## src/rtl/urv_csr_bank_if.sv

```systemverilog
// Debug mailbox link between the external debugger and the CSR bank.
// rx flows debugger -> core, tx flows core -> debugger, each with valid/ready.
interface urv_csr_bank_if;
  logic [31:0] rx_data;
  logic        rx_valid;
  logic        rx_ready;
  logic [31:0] tx_data;
  logic        tx_valid;
  logic        tx_ready;

  // Debugger side.
  modport master (
    output rx_data, rx_valid, tx_ready,
    input  rx_ready, tx_data, tx_valid
  );

  // CSR bank side.
  modport slave (
    input  rx_data, rx_valid, tx_ready,
    output rx_ready, tx_data, tx_valid
  );
endinterface

```

## src/rtl/urv_csr_bank.sv

```systemverilog
// uRV CSR execute unit: op decode, read-modify-write value, read-only counters,
// scratch register bank and an optional FIFO debug mailbox.
module urv_csr_bank #(
  parameter int unsigned g_counter_width  = 40,
  parameter int unsigned g_num_scratch    = 4,
  parameter int unsigned g_mbx_depth_log2 = 2,
  parameter int unsigned g_with_hw_debug  = 1
) (
  input  logic        clk_i,
  input  logic        rst_i,
  input  logic        x_stall_i,
  input  logic        x_kill_i,
  input  logic        d_is_csr_i,
  input  logic [2:0]  d_fun_i,
  input  logic [4:0]  d_csr_imm_i,
  input  logic [11:0] d_csr_sel_i,
  input  logic [31:0] d_rs1_i,
  output logic [31:0] x_rd_o,
  output logic [31:0] x_csr_write_value_o,
  output logic        x_illegal_o,
  input  logic        time_tick_i,
  input  logic        instr_retire_i,
  input  logic [31:0] csr_mstatus_i,
  input  logic [31:0] csr_mip_i,
  input  logic [31:0] csr_mie_i,
  input  logic [31:0] csr_mepc_i,
  input  logic [31:0] csr_mcause_i,
  urv_csr_bank_if.slave dbg
);

  localparam int unsigned W     = g_counter_width;
  localparam logic [1:0]  OpRw  = 2'd1;
  localparam logic [1:0]  OpRs  = 2'd2;
  localparam logic [1:0]  OpRc  = 2'd3;
  localparam logic [31:0] Mimpid = 32'h2024_0601;

  logic [W-1:0] cycle_q, time_q, instret_q;
  logic [63:0]  cycle_ext, time_ext, instret_ext;
  logic [31:0]  scratch_q [g_num_scratch];
  logic [g_num_scratch-1:0] scr_hit;

  logic [1:0]  op;
  logic [31:0] src;
  logic        wr_intent;
  logic        hit, ro;
  logic        commit;
  logic [31:0] mbx_rx_head, mbx_status;

  assign op          = d_fun_i[1:0];
  assign cycle_ext   = 64'(cycle_q);
  assign time_ext    = 64'(time_q);
  assign instret_ext = 64'(instret_q);

  // Read mux and address decode; ro marks CSRs that reject write-intent.
  always_comb begin
    x_rd_o  = 32'h0;
    hit     = 1'b0;
    ro      = 1'b0;
    scr_hit = '0;
    case (d_csr_sel_i)
      12'hC00: begin hit = 1'b1; ro = 1'b1; x_rd_o = cycle_ext[31:0];    end
      12'hC80: begin hit = 1'b1; ro = 1'b1; x_rd_o = cycle_ext[63:32];   end
      12'hC01: begin hit = 1'b1; ro = 1'b1; x_rd_o = time_ext[31:0];     end
      12'hC81: begin hit = 1'b1; ro = 1'b1; x_rd_o = time_ext[63:32];    end
      12'hC02: begin hit = 1'b1; ro = 1'b1; x_rd_o = instret_ext[31:0];  end
      12'hC82: begin hit = 1'b1; ro = 1'b1; x_rd_o = instret_ext[63:32]; end
      12'h300: begin hit = 1'b1; ro = 1'b1; x_rd_o = csr_mstatus_i;      end
      12'h304: begin hit = 1'b1; ro = 1'b1; x_rd_o = csr_mie_i;          end
      12'h341: begin hit = 1'b1; ro = 1'b1; x_rd_o = csr_mepc_i;         end
      12'h342: begin hit = 1'b1; ro = 1'b1; x_rd_o = csr_mcause_i;       end
      12'h344: begin hit = 1'b1; ro = 1'b1; x_rd_o = csr_mip_i;          end
      12'hF13: begin hit = 1'b1; ro = 1'b1; x_rd_o = Mimpid;             end
      12'h7D0: begin hit = 1'b1; x_rd_o = mbx_rx_head;                   end
      // Status is read-only except for RC/RCI, which clears the overflow flag.
      12'h7D1: begin hit = 1'b1; ro = (op != OpRc); x_rd_o = mbx_status; end
      default: ;
    endcase
    for (int i = 0; i < int'(g_num_scratch); i++) begin
      if (d_csr_sel_i == ((i == 0) ? 12'h340 : 12'h7C0 + 12'(i))) begin
        hit        = 1'b1;
        scr_hit[i] = 1'b1;
        x_rd_o     = scratch_q[i];
      end
    end
  end

  // Source operand, write-intent and read-modify-write result.
  always_comb begin
    src = d_fun_i[2] ? {27'b0, d_csr_imm_i} : d_rs1_i;
    wr_intent = (op == OpRw) || (src != 32'h0);
    case (op)
      OpRw:    x_csr_write_value_o = src;
      OpRs:    x_csr_write_value_o = x_rd_o | src;
      OpRc:    x_csr_write_value_o = x_rd_o & ~src;
      default: x_csr_write_value_o = x_rd_o;
    endcase
  end

  assign x_illegal_o = d_is_csr_i & ((op == 2'd0) | ~hit | (ro & wr_intent));
  assign commit      = d_is_csr_i & ~x_stall_i & ~x_kill_i & ~x_illegal_o;

  // Free-running counters; they wrap naturally at 2^W.
  always_ff @(posedge clk_i or posedge rst_i) begin
    if (rst_i) begin
      cycle_q   <= '0;
      time_q    <= '0;
      instret_q <= '0;
    end else begin
      cycle_q <= cycle_q + W'(1);
      if (time_tick_i)    time_q    <= time_q + W'(1);
      if (instr_retire_i) instret_q <= instret_q + W'(1);
    end
  end

  // Scratch bank loads the RMW result on a committed write-intent access.
  always_ff @(posedge clk_i or posedge rst_i) begin
    if (rst_i) begin
      for (int i = 0; i < int'(g_num_scratch); i++) scratch_q[i] <= 32'h0;
    end else begin
      for (int i = 0; i < int'(g_num_scratch); i++) begin
        if (commit && wr_intent && scr_hit[i]) scratch_q[i] <= x_csr_write_value_o;
      end
    end
  end

  if (g_with_hw_debug != 0) begin : g_mbx
    localparam int unsigned     PtrW    = g_mbx_depth_log2;
    localparam int unsigned     Depth   = 1 << PtrW;
    localparam logic [PtrW:0]   CntFull = (PtrW + 1)'(Depth);

    logic [31:0]     rx_mem [Depth];
    logic [31:0]     tx_mem [Depth];
    logic [PtrW-1:0] rx_wr_q, rx_rd_q, tx_wr_q, tx_rd_q;
    logic [PtrW:0]   rx_cnt_q, rx_cnt_d, tx_cnt_q, tx_cnt_d;
    logic            rx_ready_q, ovf_q;
    logic            rx_push, rx_pop, tx_push_req, tx_push, tx_pop, tx_full;
    logic            commit_data;

    assign commit_data = commit && (d_csr_sel_i == 12'h7D0);
    assign rx_push     = dbg.rx_valid & rx_ready_q;
    assign rx_pop      = commit_data && (rx_cnt_q != '0);
    assign tx_full     = (tx_cnt_q == CntFull);
    assign tx_pop      = (tx_cnt_q != '0) & dbg.tx_ready;
    assign tx_push_req = commit_data && (op == OpRw);
    // A same-cycle debugger pop frees the slot for a push into a full tx FIFO.
    assign tx_push     = tx_push_req & (~tx_full | tx_pop);

    // Next FIFO occupancy.
    always_comb begin
      rx_cnt_d = rx_cnt_q + (PtrW + 1)'(rx_push) - (PtrW + 1)'(rx_pop);
      tx_cnt_d = tx_cnt_q + (PtrW + 1)'(tx_push) - (PtrW + 1)'(tx_pop);
    end

    // FIFO pointers, counts, registered rx ready and sticky overflow flag.
    always_ff @(posedge clk_i or posedge rst_i) begin
      if (rst_i) begin
        rx_wr_q    <= '0;
        rx_rd_q    <= '0;
        tx_wr_q    <= '0;
        tx_rd_q    <= '0;
        rx_cnt_q   <= '0;
        tx_cnt_q   <= '0;
        rx_ready_q <= 1'b1;
        ovf_q      <= 1'b0;
      end else begin
        if (rx_push) rx_wr_q <= rx_wr_q + 1'b1;
        if (rx_pop)  rx_rd_q <= rx_rd_q + 1'b1;
        if (tx_push) tx_wr_q <= tx_wr_q + 1'b1;
        if (tx_pop)  tx_rd_q <= tx_rd_q + 1'b1;
        rx_cnt_q   <= rx_cnt_d;
        tx_cnt_q   <= tx_cnt_d;
        rx_ready_q <= (rx_cnt_d != CntFull);
        if (tx_push_req && !tx_push) begin
          ovf_q <= 1'b1;
        end else if (commit && d_csr_sel_i == 12'h7D1 && op == OpRc && src[16]) begin
          ovf_q <= 1'b0;
        end
      end
    end

    // FIFO storage; contents are don't-care until the counts say otherwise.
    always_ff @(posedge clk_i) begin
      if (rx_push) rx_mem[rx_wr_q] <= dbg.rx_data;
      if (tx_push) tx_mem[tx_wr_q] <= src;
    end

    assign dbg.rx_ready = rx_ready_q;
    assign dbg.tx_valid = (tx_cnt_q != '0);
    assign dbg.tx_data  = (tx_cnt_q != '0) ? tx_mem[tx_rd_q] : 32'h0;
    assign mbx_rx_head  = (rx_cnt_q != '0) ? rx_mem[rx_rd_q] : 32'h0;
    assign mbx_status   = {15'b0, ovf_q, 8'(tx_cnt_q), 8'(rx_cnt_q)};
  end else begin : g_no_mbx
    assign dbg.rx_ready = 1'b0;
    assign dbg.tx_valid = 1'b0;
    assign dbg.tx_data  = 32'h0;
    assign mbx_rx_head  = 32'h0;
    assign mbx_status   = 32'h0;
  end

endmodule

```

## src/flat_wrapper.sv

```systemverilog
// flat-port wrapper written by rule: the top's interface ports become plain ports
module urv_csr_bank_flat 
#(
  parameter int unsigned g_counter_width  = 40,
  parameter int unsigned g_num_scratch    = 4,
  parameter int unsigned g_mbx_depth_log2 = 2,
  parameter int unsigned g_with_hw_debug  = 1
)
  (clk_i, rst_i, x_stall_i, x_kill_i, d_is_csr_i, d_fun_i, d_csr_imm_i, d_csr_sel_i, d_rs1_i, x_rd_o, x_csr_write_value_o, x_illegal_o, time_tick_i, instr_retire_i, csr_mstatus_i, csr_mip_i, csr_mie_i, csr_mepc_i, csr_mcause_i, dbg_rx_data, dbg_rx_valid, dbg_tx_ready, dbg_rx_ready, dbg_tx_data, dbg_tx_valid);
  urv_csr_bank_if dbg_i ();
  input  logic clk_i;
  input  logic rst_i;
  input  logic x_stall_i;
  input  logic x_kill_i;
  input  logic d_is_csr_i;
  input  logic [2:0] d_fun_i;
  input  logic [4:0] d_csr_imm_i;
  input  logic [11:0] d_csr_sel_i;
  input  logic [31:0] d_rs1_i;
  output logic [31:0] x_rd_o;
  output logic [31:0] x_csr_write_value_o;
  output logic x_illegal_o;
  input  logic time_tick_i;
  input  logic instr_retire_i;
  input  logic [31:0] csr_mstatus_i;
  input  logic [31:0] csr_mip_i;
  input  logic [31:0] csr_mie_i;
  input  logic [31:0] csr_mepc_i;
  input  logic [31:0] csr_mcause_i;
  input wire logic [$bits(dbg_i.rx_data)-1:0] dbg_rx_data;
  input wire logic [$bits(dbg_i.rx_valid)-1:0] dbg_rx_valid;
  input wire logic [$bits(dbg_i.tx_ready)-1:0] dbg_tx_ready;
  output wire logic [$bits(dbg_i.rx_ready)-1:0] dbg_rx_ready;
  output wire logic [$bits(dbg_i.tx_data)-1:0] dbg_tx_data;
  output wire logic [$bits(dbg_i.tx_valid)-1:0] dbg_tx_valid;
  assign dbg_i.rx_data = dbg_rx_data;
  assign dbg_i.rx_valid = dbg_rx_valid;
  assign dbg_i.tx_ready = dbg_tx_ready;
  assign dbg_rx_ready = dbg_i.rx_ready;
  assign dbg_tx_data = dbg_i.tx_data;
  assign dbg_tx_valid = dbg_i.tx_valid;
  urv_csr_bank #(.g_counter_width(g_counter_width), .g_num_scratch(g_num_scratch), .g_mbx_depth_log2(g_mbx_depth_log2), .g_with_hw_debug(g_with_hw_debug)) u_core (.clk_i(clk_i), .rst_i(rst_i), .x_stall_i(x_stall_i), .x_kill_i(x_kill_i), .d_is_csr_i(d_is_csr_i), .d_fun_i(d_fun_i), .d_csr_imm_i(d_csr_imm_i), .d_csr_sel_i(d_csr_sel_i), .d_rs1_i(d_rs1_i), .x_rd_o(x_rd_o), .x_csr_write_value_o(x_csr_write_value_o), .x_illegal_o(x_illegal_o), .time_tick_i(time_tick_i), .instr_retire_i(instr_retire_i), .csr_mstatus_i(csr_mstatus_i), .csr_mip_i(csr_mip_i), .csr_mie_i(csr_mie_i), .csr_mepc_i(csr_mepc_i), .csr_mcause_i(csr_mcause_i), .dbg(dbg_i));
endmodule
```

## config.mk

```make
export PLATFORM = sky130hd
export DESIGN_NAME = urv_csr_bank_flat
export DESIGN_NICKNAME = d
export VERILOG_FILES = /design/src/rtl/urv_csr_bank_if.sv /design/src/rtl/urv_csr_bank.sv /design/src/flat_wrapper.sv
export SDC_FILE = /design/constraint.sdc
export NUM_CORES = 1
export LEC_CHECK = 0
export CAP_MARGIN = 10
export CORE_MARGIN = 10
export CORE_UTILIZATION = 25
export CTS_CLUSTER_DIAMETER = 150
export DETAILED_ROUTE_END_ITERATION = 8
export PLACE_DENSITY_LB_ADDON = 0.05
export SLEW_MARGIN = 30
export SYNTH_ARGS = -nofsm -noshare
export SYNTH_HDL_FRONTEND = slang
export SYNTH_SLANG_ARGS = --single-unit
```

## constraint.sdc

```tcl
create_clock -name clk_i -period 8.3 [get_ports clk_i]
set_input_delay 1.66 -clock clk_i [delete_from_list [all_inputs] [get_ports clk_i]]
set_output_delay 1.66 -clock clk_i [all_outputs]
set_load 0.1 [all_outputs]
```

======== After elaboration in Yosys (flattened, before gate mapping) ========
Memory sizes are Yosys's and may differ from the RTL's.
Cells that the tools add are included.
storage, ports and cells
  output and inout bits ................... 99
  bits in writable memories ............... 256
  logic and storage cells ................. 117
  bits of input ports ..................... 253
  memories kept ........................... 2
  flip-flop bits (word level) ............. 264
memory list
  memory               depth  bits a word  rd ports  clocked after memory_dff  write ports  line                 RTL
  u_core.g_mbx.rx_mem  4      32           1         0                         1            urv_csr_bank.sv:131  logic [31:0] rx_mem [Depth];
  u_core.g_mbx.tx_mem  4      32           1         0                         1            urv_csr_bank.sv:132  logic [31:0] tx_mem [Depth];
cells by class
  add/sub/neg operators ................... 11
  equality and inequality tests ........... 24
  bitwise logic cells ..................... 19
  reductions and logical operators ........ 21
  muxes and demuxes ....................... 25
operator list
  operator               count
  $pmux 32 s14           1
  $mux 32                7
  $add 40x1->40 const B  3
  $pmux 32 s3            1
  $eq 12x12->1 const B   7
  $eq 12x10->1 const B   6
  $eq 12x11->1 const B   5
  $and 32x32->32         1
  $not 32->32            1
  $or 32x32->32          1
  $reduce_bool 32->1     1
  $mux 1                 15
  $reduce_or 14->1       1
  $logic_and 1x1->1      12
  $reduce_or 12->1       1
  $add 2x1->2 const B    4
  $and 1x1->1            8
  $add 3x1->3            2
  $reduce_bool 3->1      2
  $sub 3x1->3            2
  $not 1->1              5
  $eq 2x2->1 const B     2
  $eq 3x3->1 const B     1
  $ne 3x3->1 const B     1
  8 further kinds        10

======== Depth between registers and ports, before layout ========
Gate-level depths: netlist of the first run.
  word-level depth ........................ 19
  gate-level depth with buffers ........... 15
  depth with buffers taken out ............ 13

======== Worst setup path after synthesis of the first run ========
OpenSTA, ideal clock, no wires.
  path kind ............................... input to output
  start point ............................. input d_csr_sel_i[1]
  end point ............................... output x_csr_write_value_o[18]
  path slack .............................. 113 ps
  arrival ................................. 6527 ps
  cell stages on the path ................. 10
  data required time ...................... 6640 ps
  buffers on the path ..................... 3
  cells stage by stage .................... buf_2 nor4_2 clkbuf_1 buf_2 a22oi_1 a2bb2oi_1 and4b_1 o21ai_0 a21oi_1 inv_1
on the way
  cells in the longest elaborated chain, start to end .. 8
  elaborated cells between the ends (all ways) .. 26
  classes of those cells .................. eq/ne (18); mux (6); bitwise (2)
ends and longest elaborated chain
  item                                                    line                                    RTL
  start, declared                                         flat_wrapper.sv:18                      input logic [11:0] d_csr_sel_i;
  $eq 12x11->1, or another cell as far along              urv_csr_bank.sv:60                      case (d_csr_sel_i)
  $pmux 32 s14                                            urv_csr_bank.sv:60
  $mux 32 (3 in a row)                                    urv_csr_bank.sv:79                      if (d_csr_sel_i == ((i == 0) ? 12'h340 : 12'h7C0 + 12'(i))) begin
  $mux 32 (*)                                             urv_csr_bank.sv:79
  net x_rd_o[18]                                          flat_wrapper.sv:20                      output logic [31:0] x_rd_o;
  $and 32x32->32 / $or 32x32->32 (equally long branches)  urv_csr_bank.sv:94, urv_csr_bank.sv:93
  $pmux 32 s3 (*)                                         urv_csr_bank.sv:91                      case (op)
  end, declared                                           flat_wrapper.sv:21                      output logic [31:0] x_csr_write_value_o;
Mark *: on every way through the listed nets, which the timed path passes. The rest lies on a longest branch.

======== Final worst setup path of the first run ========
  start point ............................. input d_csr_sel_i[3]
  end point ............................... output x_csr_write_value_o[10]
on the way
  cells in the longest elaborated chain, start to end .. 8
  elaborated cells between the ends (all ways) .. 26
  classes of those cells .................. eq/ne (18); mux (6); bitwise (2)
ends and longest elaborated chain
  item                                                    line
  $eq 12x11->1, or another cell as far along              urv_csr_bank.sv:60
  $pmux 32 s14                                            urv_csr_bank.sv:60
  $mux 32 (3 in a row)                                    urv_csr_bank.sv:79
  $mux 32 (*)                                             urv_csr_bank.sv:79
  $and 32x32->32 / $or 32x32->32 (equally long branches)  urv_csr_bank.sv:94, urv_csr_bank.sv:93
  $pmux 32 s3 (*)                                         urv_csr_bank.sv:91
Mark *: on every way between the ends. The rest lies on a longest branch, timed or not.

==> summary by stage, run 1 <==
Pwr
The worst ir drop on vdd is 252 uV. The leakage power is 12.9 nW. The final total power is 8.28 mW. The power density of the placed cells is 242 mW/mm2.

Min path
The worst hold path class is flop to flop. The destination of the worst hold path is u_core.scratch_q[52]$_DFFE_PP0P_. The worst hold path was traced through 2 stages.

The worst hold path begins at u_core.scratch_q[52]$_DFFE_PP0P_.

Routing
The number of nets with antenna violations after routing is 0. The via density per instance is 5.18. After the first detailed-routing iteration, the DRC count stood at 1907.

The final routed DRC violation total is 0. For this block, the via count after detailed routing is 20300. The first detailed-routing pass ran for 7 iterations. Dividing the detail-routed wire length by the instance count gives 33.7 um. The routed wire length is 132000 um.

Logic synthesis
The async set or reset register ratio after synthesis is 50.8%. The flip-flop and latch count after synthesis is 520. Synthesis handed over a netlist of 2117 instances. Summing the areas of all fa, ha and maj instances in the mapped netlist gives 0.881% of the synthesized area. The yosys synthesis warning count is 0.

In this run, synthesis inferred 256 flip-flops with an integrated enable. The sequential cell area fraction in the yosys report is 55.3%. After synthesis, the mean cell area works out to 12.2 um2.

The number of nets in the synthesized netlist is 2387. The flip-flop cell with the highest count after synthesis is sky130_fd_sc_hd__dfrtp_1. Summing the areas of all compound-gate instances in the mapped netlist gives 11.1% of the synthesized area. The mapped netlist covers 0.0259 mm2. The synthesized netlist devotes 14.0% of its cell area to simple gates. The mux cell area share after synthesis is 11.2%. The count of different cell masters after synthesis is 88. By area, the combinational part of the netlist is dominated by simple AND/OR/NAND/NOR gates. The synthesized netlist devotes 4.44% of its cell area to XOR and XNOR gates.

STA
For this run, the top clock speed supported by timing is 130 MHz. The number of hold-slack violations in the final timing report is 0. The final total negative setup slack is 0 ns. The final max-slew violation count is 0. The worst slew slack as a fraction of its limit is 30.9%. After layout, the worst setup slack is 0.623 ns. The setup violation total in the final timing report is 0.

The pin slew with the least headroom to its limit is 1.03 ns. Setup repair after global routing left no endpoint under its margin. The time the final worst path needs with I/O delays and setup is 7.68 ns.

The post-route clock skew is 0.0225 ns. After layout, the worst path uses 92.5% of the clock period.

Clocking
After clock tree synthesis, the clock-pin slew on the worst setup and hold paths is 0.06 ns. The clock tree synthesis step divided the H-tree into 3 levels. The clock latency of the later-clocked register in the worst-skew pair is 0.64 ns. The number of gates resized after CTS was 0.

The cell sitting at the root of the clock tree is a sky130_fd_sc_hd__clkbuf_16. The number of setup buffers added after CTS is 0. The number of hold buffers added after CTS is 0. Counting the buffers created by CTS gives 67. The largest buffer count on any clock path is 3. Counting every sink on the clock net gives 520. TritonCTS built the clock tree.

Critical path
The critical path is of the input pin to output port type. The arrival time of the worst setup path is 6.02 ns. The endpoint of the lowest-slack register-to-register path is u_core.scratch_q[74]$_DFFE_PP0P_. Data on the critical path is required at its endpoint by 6.64 ns. The critical path launch point type is an input pin.

The length in cells of the worst reg-to-reg path is 10. The largest driver fanout on the critical path is 17. The setup slack of the most critical reg-to-reg path is 4.23 ns. In this run the critical register-to-register path is launched from u_core.g_mbx.rx_rd_q[0]$_DFFE_PP0P_. The sort of element at the end of the critical path is an output port.

Final layout
The proportion of layout cells with a drive suffix above 1 is 20.0%. The post-synthesis to final-layout area growth is 32.3%. The fill cell total of the finished layout is 10300. Measured on the finished design, the core utilization comes to 33.5%. The net count of the finished layout is 2778. The most common cell after layout, fill and taps aside is sky130_fd_sc_hd__clkdlybuf4s50_1. The top cell types in the final layout, fill and taps aside, are sky130_fd_sc_hd__clkdlybuf4s50_1 (275), sky130_fd_sc_hd__dfrtp_1 (261), sky130_fd_sc_hd__edfxtp_1 (256).

Placed design
The congestion estimate from routability-driven global placement came to 0.916. The number of buffers inserted by port buffering is 351. Prior to clock tree synthesis, the placed netlist has a worst setup slack of 0.657 ns. The wire-length estimate of the detail-placed layout is 103000 um.

Global routing
The global-route wire length before repair is 179000 um. The overall global routing resource usage is 22.1%. Global routing used 5.07% of the available met3 tracks. After global routing, the most crowded layer is met2. The routing usage on met2 is 34.3%.

Entering global routing, the biggest net connects 135 pins. The via count of the first global-routing pass is 20500. The met1 capacity usage during global routing is 30.9%. The number of antenna violations at the first check in global routing is 4.

The total congestion overflow is 0.

Job
The count of maximum capacitance violations is 0.

Die
The width of the chip is 342 um. For this design the top-level I/O count stands at 352. Once the floorplan was initialized, standard cells occupied 25.3% of the core. Row generation in the floorplan step produced 117 rows. The core box area is 0.102 mm2. Measured along the y axis, the die boundary spans 342 um. The die outline area is 0.117 mm2.

Run status
The run finished with clean final reports.
==> cells in the mapped netlist, types with 5 or more instances <==
master	n	area (um2)
sky130_fd_sc_hd__a2111oi_0	7	61.3
sky130_fd_sc_hd__a211o_1	5	43.8
sky130_fd_sc_hd__a21oi_1	63	315
sky130_fd_sc_hd__a221o_1	10	100
sky130_fd_sc_hd__a221oi_1	6	52.6
sky130_fd_sc_hd__a221oi_2	5	75.1
sky130_fd_sc_hd__a22o_1	18	158
sky130_fd_sc_hd__a22oi_1	86	646
sky130_fd_sc_hd__and2_1	45	282
sky130_fd_sc_hd__and3_1	24	150
sky130_fd_sc_hd__and3b_1	9	78.8
sky130_fd_sc_hd__and4_1	9	78.8
sky130_fd_sc_hd__buf_1	12	45.0
sky130_fd_sc_hd__buf_2	57	285
sky130_fd_sc_hd__clkbuf_1	60	225
sky130_fd_sc_hd__dfrtp_1	263	6580
sky130_fd_sc_hd__edfxtp_1	256	7690
sky130_fd_sc_hd__ha_1	15	188
sky130_fd_sc_hd__inv_1	52	195
sky130_fd_sc_hd__mux2_2	102	1150
sky130_fd_sc_hd__mux2i_1	24	240
sky130_fd_sc_hd__mux4_2	65	1460
sky130_fd_sc_hd__nand2_1	163	612
sky130_fd_sc_hd__nand2b_1	6	37.5
sky130_fd_sc_hd__nand3_1	79	395
sky130_fd_sc_hd__nand3b_1	10	75.1
sky130_fd_sc_hd__nand4_1	58	363
sky130_fd_sc_hd__nor2_1	99	372
sky130_fd_sc_hd__nor2b_1	31	194
sky130_fd_sc_hd__nor3_1	32	160
sky130_fd_sc_hd__nor3_2	8	80.1
sky130_fd_sc_hd__nor3_4	5	81.3
sky130_fd_sc_hd__nor4_1	24	150
sky130_fd_sc_hd__o211ai_1	8	60.1
sky130_fd_sc_hd__o21a_1	6	45.0
sky130_fd_sc_hd__o21ai_0	66	330
sky130_fd_sc_hd__o21ai_1	43	215
sky130_fd_sc_hd__o221ai_1	6	52.6
sky130_fd_sc_hd__o22ai_1	14	87.6
sky130_fd_sc_hd__o2bb2ai_1	15	131
sky130_fd_sc_hd__or2_2	5	31.3
sky130_fd_sc_hd__or3_1	8	50.1
sky130_fd_sc_hd__xnor2_1	104	911
sky130_fd_sc_hd__xor2_1	27	236
==> per-layer routing <==
layer / wire length, um / vias up
li1: - / 8825
met1: 61600 / 10700
met2: 59600 / 745
met3: 8530 / 114
met4: 2760 / 0
met5: 0 / -
==> worst max-delay path by stage <==
stage	end	cells past startpoint	from
final	x_csr_write_value_o[10]	13	d_csr_sel_i[3]
after CTS	x_csr_write_value_o[10]	13	d_csr_sel_i[3]
after floorplan	x_csr_write_value_o[18]	10	d_csr_sel_i[1]
after global placement	x_csr_write_value_o[21]	11	d_csr_sel_i[3]
after global routing	x_csr_write_value_o[10]	13	d_csr_sel_i[3]
after detailed placement	x_csr_write_value_o[10]	13	d_csr_sel_i[3]
==> critical path, stage by stage <==
cell and delay (ns):
sky130_fd_sc_hd__clkdlybuf4s50_1 0.98, sky130_fd_sc_hd__nor4_4 0.20, sky130_fd_sc_hd__buf_4 0.29, sky130_fd_sc_hd__nand2_1 0.38
sky130_fd_sc_hd__o22ai_1 0.25, sky130_fd_sc_hd__nor4bb_1 0.59, sky130_fd_sc_hd__buf_4 0.21, sky130_fd_sc_hd__o21ai_1 0.06
sky130_fd_sc_hd__buf_4 0.17, sky130_fd_sc_hd__o21a_1 0.18, sky130_fd_sc_hd__a221oi_1 0.63, sky130_fd_sc_hd__inv_1 0.18
sky130_fd_sc_hd__buf_12 0.22
==> state kept, by name, indices dropped and copies added, names as in the netlist, 3 cells and up <==
name	cells
u_core.time_q	40
u_core.g_mbx.tx_cnt_q	3
u_core.scratch_q	128
u_core.g_mbx.tx_mem	128
u_core.instret_q	40
u_core.cycle_q	40
u_core.g_mbx.rx_mem	128
u_core.g_mbx.rx_cnt_q	3
==> area by class of cell <==
cell class / count / area (um2) / area share (%)
repair buffers: 454 / 4830 / 14.1
clock inverters: 38 / 458 / 1.34
clock buffers: 82 / 1780 / 5.22
inverters: 52 / 199 / 0.582
multi-input cells: 1413 / 10900 / 31.9
flip-flops and latches: 520 / 14300 / 41.8
well taps: 1368 / 1710 / 5.00
diodes: 3 / 7.51 / 0.0220
==> through the flow <==
stage	instance area, um2	std cells	hold WS [ns]
3_3_place_gp	31900	3804	0.460
5_1_grt	34200	3927	0.501
6_report	34200	3930	0.485
3_5_place_dp	31900	3807	0.470
4_1_cts	34200	3927	0.482
2_1_floorplan	25900	2117	0.439
==> cells by family after synthesis <==
logic type	after synthesis
AOI/OAI and AO/OA	415
DFF	520
and+or+nand+nor	655
muxes	195
buffers and inverters	184
adders and majority gates	17
xor gates and xnor gates	131
==> report_power, final <==
part | internal (mW) | switching (mW)
Sequential | 2.90 | 0.131
Combinational | 0.651 | 1.61
Clock | 1.77 | 1.22
Total | 5.32 | 2.96
Power figures use the tool's default switching activity.
==> inputs of run 2 (changes only) <==
Settings changed: CORE_UTILIZATION 25 to 47.
==> run 2 against run 1 <==
Sequential share of layout area rose by 1.8 points. First-iteration DRC count rose by 15%. Clock power fell by 18%. Final cell count fell by 18%. Largest cell class unchanged. Worst setup slack got worse by 0.024 ns. Sequential power barely moved. Highest routed layer is now met5. Worst hold slack got worse by 0.0066 ns.
==> summary by stage, run 2 (synthesis results as in run 1) <==
Run status
Run status: complete, no violations (unchanged).

Global routing
The largest net degree at the start of global routing is 150 (was 135). The number of antenna violations at the first check in global routing was 3 (was 4). The overall global routing resource usage is 32.2% (was 22.1%). The via count of the first global-routing pass came to 20500 (about the same). The global-route wire length before repair is 149000 um (was 179000 um). The total congestion overflow is 0 (unchanged).

Placed design
The global placer's final weighted congestion is 1.04 (was 0.916). The number of buffers inserted by port buffering is 351 (unchanged). The half-perimeter wire length of the detailed placement result is 81100 um (was 103000 um).

Critical path
Cell breakdown of the critical path: clkdlybuf4s50_1, or4_1, nor3_2, buf_4, a22o_1, nor4b_1, buf_4, o21ai_1, o21a_1, a221oi_2, inv_1, buf_12 (was clkdlybuf4s50_1, nor4_4, buf_4, nand2_1, o22ai_1, nor4bb_1, buf_4, o21ai_1, buf_4, o21a_1, a221oi_1, inv_1, buf_12). The family with the most delay on the worst path is buffers and inverters (unchanged). The critical path launch point type was an input pin (unchanged). The arrival time of the worst setup path is 6.04 ns (was 6.02 ns). The path type of the worst setup path is input pin to output port (unchanged).

The cell with the most instances on the worst path is sky130_fd_sc_hd__buf_4 (unchanged). The required arrival time at the worst endpoint was 6.64 ns (about the same). The number of buffer and inverter instances along the worst setup path is 5 (was 6). The critical path's slowest cell is sky130_fd_sc_hd__clkdlybuf4s50_1 (unchanged). The largest driver fanout on the critical path was 14 (was 17). The largest incremental delay on the critical path is 0.91 ns (was 0.98 ns). The sort of element at the end of the critical path is an output port (unchanged).

Clocking
The post-cts resize count was 0 (unchanged). The largest buffer count on any clock path is 3 (unchanged). The total number of clock tree sinks is 520 (unchanged). The clock latency of the later-clocked register in the worst-skew pair is 0.61 ns (was 0.64 ns). The CTS tree is yes (unchanged). The clock root buffer is sky130_fd_sc_hd__clkbuf_16 (unchanged).

The clock transition at the registers of the reported paths came to 0.06 ns (about the same). The buffers inserted during post-CTS setup optimization was 0 (unchanged). The deepest level of the CTS H-tree was 2 (was 3). The TritonCTS buffer count is 54 (was 67). The number of hold buffers added after CTS came to 0 (unchanged).

Die
The count of pins on the block boundary came to 352 (unchanged). The core box area is 0.0541 mm2 (was 0.102 mm2). The number of standard-cell rows in the floorplan is 85 (was 117). The die outline area is 0.0648 mm2 (was 0.117 mm2). The initial cell density of the core is 47.8% (was 25.3%). The width of the chip is 255 um (was 342 um). The vertical die dimension was 255 um (was 342 um).

Routing
The post-detailed-route wirelength per cell is 32.8 um (was 33.7 um). The number of nets with antenna violations after routing was 0 (unchanged). The total iterations of the first detailed-routing run is 6 (was 7).

The via density per instance is 6.41 (was 5.18). The final routed DRC violation total came to 0 (unchanged). The violation count after the first detailed-routing iteration is 2193 (was 1907). The routed wire length is 105000 um (was 132000 um). The via count of the routed design is 20600 (was 20300).

Final layout
Largest registers ranked by flip-flop count: u_core.g_mbx.rx_mem x128, u_core.g_mbx.tx_mem x128, u_core.scratch_q x128 (unchanged). The post-synthesis to final-layout area growth came to 26.9% (was 32.3%). The fill cell total of the finished layout is 4308 (was 10300). Most frequent cells in the layout: sky130_fd_sc_hd__clkdlybuf4s50_1 (282), sky130_fd_sc_hd__dfrtp_1 (260), sky130_fd_sc_hd__edfxtp_1 (256) (was sky130_fd_sc_hd__clkdlybuf4s50_1 (275), sky130_fd_sc_hd__dfrtp_1 (261), sky130_fd_sc_hd__edfxtp_1 (256)). The proportion of layout cells with a drive suffix above 1 came to 18.2% (was 20.0%).

The most common cell after layout, fill and taps aside is sky130_fd_sc_hd__clkdlybuf4s50_1 (unchanged). The net count of the finished layout is 2739 (was 2778).

STA
The worst slew slack as a fraction of its limit is 30.2% (was 30.9%). The pin slew with the least headroom to its limit is 1.04 ns (was 1.03 ns). The final total negative setup slack is 0 ns (unchanged). The highest clock frequency the design can meet is 130 MHz (about the same). The final max-slew violation count is 0 (unchanged). The time the final worst path needs with I/O delays and setup came to 7.70 ns (was 7.68 ns). The setup violation total in the final timing report is 0 (unchanged).

The post-route clock skew was 0.0235 ns (was 0.0225 ns). RSZ-0062 raised after global routing: no (unchanged). The period utilization is 92.8% (was 92.5%). The number of hold-slack violations in the final timing report is 0 (unchanged).

Pwr
The cell-internal power is 4.99 mW (was 5.32 mW). The net switching fraction of the power is 34.8% (was 35.8%). The switching component of the power is 2.67 mW (was 2.96 mW). The final total power is 7.66 mW (was 8.28 mW). The power density of the placed cells was 233 mW/mm2 (was 242 mW/mm2). The worst ir drop on vdd came to 322 uV (was 252 uV). The leakage power is 12.6 nW (was 12.9 nW). The share of power burned in registers is 40.0% (was 36.6%). The clock group share of total power is 32.1% (was 36.0%).

The combinational cell fraction of total power was 28.0% (was 27.3%).

Min path
The worst hold path class was flop to flop (unchanged).

Job
The count of maximum capacitance violations is 0 (unchanged).
run 2: worst paths after layout:
path | slack [ns] | cells after the start | endpoint | from
setup reg to reg | 4.35 | 10 | u_core.scratch_q[21]$_DFFE_PP0P_ | u_core.g_mbx.rx_rd_q[0]$_DFFE_PP0P_
max in group asynchronous | 5.10 | 4 | u_core.g_mbx.rx_rd_q[0]$_DFFE_PP0P_ | rst_i
setup / recovery | 0.60 | 12 | x_csr_write_value_o[21] | d_csr_sel_i[4]
min in group asynchronous | 1.49 | 2 | u_core.time_q[32]$_DFFE_PP0P_ | rst_i
hold reg to reg | 0.48 | 2 | u_core.scratch_q[39]$_DFFE_PP0P_ | u_core.scratch_q[39]$_DFFE_PP0P_
hold / removal | 0.48 | 2 | u_core.scratch_q[39]$_DFFE_PP0P_ | u_core.scratch_q[39]$_DFFE_PP0P_
run 2: tightest hold or removal path: cells and delay by family (launching register included):
kind / cells / cell delay, ns
flip-flops: 1 / 0.34
AND/OR/NAND/NOR: 2 / 0.10
run 2: metrics by stage:
step	utilization, %	cells	setup WS [ns]	cell area, um2	hold slack, ns
final	60.6	3208	0.599	32800	0.478
after global routing	60.6	3207	0.633	32800	0.505
after CTS	60.6	3207	0.692	32800	0.479
after detailed placement	57.3	3109	0.700	31000	0.465
after global placement	57.2	3108	0.755	31000	0.459
after floorplan	-	2117	0.113	25900	0.439
run 2: power by group through the flow:
stage	logic (mW)	clock network [mW]	registers, mW
2_1_floorplan	1.49	0	3.03
3_3_place_gp	2.13	0	3.09
3_5_place_dp	2.15	0	3.10
4_1_cts	2.16	2.48	3.06
5_1_grt	2.23	2.58	3.07
6_report	2.14	2.46	3.06
run 2: final cells by class:
class,instances,area (um2),share of cell area [%]
Sequential cell,520,14300,43.6
Multi-Input combinational cell,1413,10900,33.2
Timing Repair Buffer,428,4730,14.4
Clock buffer,67,1470,4.49
Tap cell,696,871,2.65
Clock inverter,31,328,0.999
Inverter,52,199,0.606
Antenna cell,1,2.50,0.00763
run 2: per-layer routing:
layer  up-vias  share of wire [%]  track usage (%)
met5         -              0.012                0
met4         2                4.9             14.6
met3       199                9.7             6.77
met2      1178                 45             49.0
met1     10400                 40             43.8
li1       8736                  -                -
==> inputs of run 3 (changes only) <==
Settings changed: CTS_CLUSTER_SIZE from default to 10.
==> run 3 against run 2 <==
Via count hardly changed. Sequential share of layout area is 0.19 points higher. Cell area is 0.43% lower. Worst setup slack better by 0.019 ns. Clock power is 6% lower. Combinational power hardly changed. Sequential power hardly changed. Worst hold slack worse by 0.0047 ns. Power is 1.7% lower. Non-clock buffer count stayed put. First-iteration DRC count is 2.1% lower. Critical path depth stayed put. Largest cell class unchanged. Highest routed layer unchanged.
==> summary by stage, run 3 (synthesis results as in run 1) <==
Global routing
The overall global routing resource usage is 32.3% (was 32.2%). The number of antenna violations at the first check in global routing was 4 (was 3). The routing usage on met2 came to 49.9% (was 49.0%). The routing usage on met3 was 7.04% (was 6.77%). The met1 capacity usage during global routing is 43.4% (was 43.8%). The global-route wire length before repair was 150000 um (was 149000 um). The via count of the first global-routing pass was 20600 (was 20500). The routing layer with the top usage in global route is met2 (unchanged). The total congestion overflow is 0 (unchanged). The largest net degree at the start of global routing is 150 (unchanged).

STA
The final max-slew violation count is 0 (unchanged). The setup violation total in the final timing report is 0 (unchanged). RSZ-0062 raised after global routing: no (unchanged). The worst slew slack as a fraction of its limit was 28.2% (was 30.2%). The number of hold-slack violations in the final timing report is 0 (unchanged).

The final hold slack came to 0.474 ns (was 0.478 ns). The final total negative setup slack came to 0 ns (unchanged). The time the final worst path needs with I/O delays and setup came to 7.68 ns (was 7.70 ns).

The highest clock frequency the design can meet is 130 MHz (about the same). The pin slew with the least headroom to its limit is 1.08 ns (was 1.04 ns). The worst-case setup margin in the final layout came to 0.618 ns (was 0.599 ns). The post-route clock skew was 0.0346 ns (was 0.0235 ns). The period utilization was 92.6% (was 92.8%).

Clocking
The post-cts resize count is 0 (unchanged). The CTS tree is yes (unchanged). The number of hold buffers added after CTS is 0 (unchanged).

The total number of clock tree sinks is 520 (unchanged). The clock root buffer is sky130_fd_sc_hd__clkbuf_16 (unchanged). The deepest level of the CTS H-tree is 2 (unchanged). The clock latency of the later-clocked register in the worst-skew pair was 0.63 ns (was 0.61 ns).

The TritonCTS buffer count is 58 (was 54). The buffers inserted during post-CTS setup optimization came to 0 (unchanged). The largest buffer count on any clock path is 3 (unchanged). The clock transition at the registers of the reported paths is 0.05 ns (was 0.06 ns).

Critical path
The setup slack of the most critical reg-to-reg path was 4.41 ns (was 4.35 ns). The critical path launch point type is an input pin (unchanged). The launching point of the worst reg2reg path is u_core.g_mbx.rx_rd_q[0]$_DFFE_PP0P_ (unchanged). The launch point of the worst path is d_csr_sel_i[4] (unchanged). The arrival time of the worst setup path is 6.02 ns (was 6.04 ns). The required arrival time at the worst endpoint was 6.64 ns (about the same). The endpoint of the most critical setup path is x_csr_write_value_o[21] (unchanged).

The largest driver fanout on the critical path is 14 (unchanged). The endpoint of the lowest-slack register-to-register path is u_core.scratch_q[117]$_DFFE_PP0P_ (was u_core.scratch_q[21]$_DFFE_PP0P_). The sort of element at the end of the critical path was an output port (unchanged). The path type of the worst setup path is input pin to output port (unchanged). The length in cells of the worst reg-to-reg path was 10 (unchanged).

Run status
Run status: complete, no violations (unchanged).

Final layout
Largest registers ranked by flip-flop count: u_core.g_mbx.rx_mem x128, u_core.g_mbx.tx_mem x128, u_core.scratch_q x128 (unchanged). The most common cell after layout, fill and taps aside is sky130_fd_sc_hd__clkdlybuf4s50_1 (unchanged). Most frequent cells in the layout: sky130_fd_sc_hd__clkdlybuf4s50_1 (282), sky130_fd_sc_hd__dfrtp_1 (260), sky130_fd_sc_hd__edfxtp_1 (256) (unchanged). The post-route non-filler standard cell count is 3208 (unchanged). The proportion of layout cells with a drive suffix above 1 came to 17.3% (was 18.2%). The net count of the finished layout was 2743 (was 2739).

The utilization after layout is 60.3% (was 60.6%). The fill cell total of the finished layout is 4318 (was 4308). The post-route cell area is 0.0327 mm2 (was 0.0328 mm2).

The post-synthesis to final-layout area growth came to 26.3% (was 26.9%).

Min path
The worst hold path class is flop to flop (unchanged).

Placed design
The global placer's final weighted congestion is 1.04 (unchanged). The half-perimeter wire length of the detailed placement result is 81100 um (unchanged). The standard cell area after detailed placement came to 0.0310 mm2 (unchanged). The number of buffers inserted by port buffering came to 351 (unchanged).

The placed cell count is 3109 (unchanged). The worst-case setup slack after placement is 0.700 ns (unchanged).

Die
The width of the chip came to 255 um (unchanged). The count of pins on the block boundary is 352 (unchanged). The number of standard-cell rows in the floorplan is 85 (unchanged).

The vertical die dimension is 255 um (unchanged). The die outline area is 0.0648 mm2 (unchanged). The initial cell density of the core came to 47.8% (unchanged).

The core box area is 0.0541 mm2 (unchanged).

Routing
The number of nets with antenna violations after routing is 0 (unchanged). The via density per instance is 6.41 (about the same). The final routed DRC violation total is 0 (unchanged). The routed wire length came to 106000 um (was 105000 um). The post-detailed-route wirelength per cell was 32.9 um (was 32.8 um). The violation count after the first detailed-routing iteration was 2147 (was 2193). The via count of the routed design is 20600 (about the same). The total iterations of the first detailed-routing run is 7 (was 6).

Pwr
The power density of the placed cells came to 230 mW/mm2 (was 233 mW/mm2). The leakage power is 12.5 nW (was 12.6 nW). The final total power is 7.53 mW (was 7.66 mW). The worst ir drop on vdd was 289 uV (was 322 uV).

Job
The count of maximum capacitance violations was 0 (unchanged).
[run 3: worst max-delay path, cell delays in order]
cell	delay (ns)
sky130_fd_sc_hd__clkdlybuf4s50_1	0.89
sky130_fd_sc_hd__or4_1	0.58
sky130_fd_sc_hd__nor3_2	0.22
sky130_fd_sc_hd__buf_4	0.25
sky130_fd_sc_hd__a22o_1	0.30
sky130_fd_sc_hd__nor4b_1	0.74
sky130_fd_sc_hd__buf_4	0.23
sky130_fd_sc_hd__o21ai_1	0.17
sky130_fd_sc_hd__o21a_1	0.24
sky130_fd_sc_hd__a221oi_2	0.37
sky130_fd_sc_hd__inv_1	0.15
sky130_fd_sc_hd__buf_12	0.19
[run 3: power by group]
| part | internal, mW | switching [mW] | leakage [nW] |
|---|---|---|---|
| clock | 1.32 | 1.00 | 0.790 |
| combinational | 0.668 | 1.47 | 5.87 |
| sequential | 2.90 | 0.157 | 5.82 |
| total | 4.89 | 2.63 | 12.5 |
[run 3: final cells by class]
| cell class | count | area [um2] | share of cell area [%] |
|---|---|---|---|
| Clock buffer | 92 | 1580 | 4.83 |
| Antenna cell | 3 | 7.51 | 0.0230 |
| Multi-Input combinational cell | 1413 | 10900 | 33.4 |
| Tap cell | 696 | 871 | 2.67 |
| Clock inverter | 4 | 75.1 | 0.230 |
| Sequential cell | 520 | 14300 | 43.8 |
| Inverter | 52 | 199 | 0.609 |
| Timing Repair Buffer | 428 | 4730 | 14.5 |
[run 3: routing by layer]
metal	wire [um]	part of all wire [%]	vias to the layer above
met4	5100	4.8	4
met3	10300	9.8	213
met2	48000	45	1184
li1	-	-	8729
met5	26	0.025	-
met1	42100	40	10400
[run 3: how the worst min path moves through the flow]
stage / end / cells after the start / slack [ns] / from
after floorplan: u_core.scratch_q[71]$_DFFE_PP0P_ / 2 / 0.44 / u_core.scratch_q[71]$_DFFE_PP0P_
after global placement: u_core.scratch_q[77]$_DFFE_PP0P_ / 2 / 0.46 / u_core.scratch_q[77]$_DFFE_PP0P_
after detailed placement: u_core.scratch_q[39]$_DFFE_PP0P_ / 2 / 0.46 / u_core.scratch_q[39]$_DFFE_PP0P_
after CTS: u_core.scratch_q[39]$_DFFE_PP0P_ / 2 / 0.48 / u_core.scratch_q[39]$_DFFE_PP0P_
after global routing: u_core.scratch_q[19]$_DFFE_PP0P_ / 2 / 0.50 / u_core.scratch_q[19]$_DFFE_PP0P_
final: u_core.time_q[39]$_DFFE_PP0P_ / 1 / 0.47 / u_core.time_q[39]$_DFFE_PP0P_
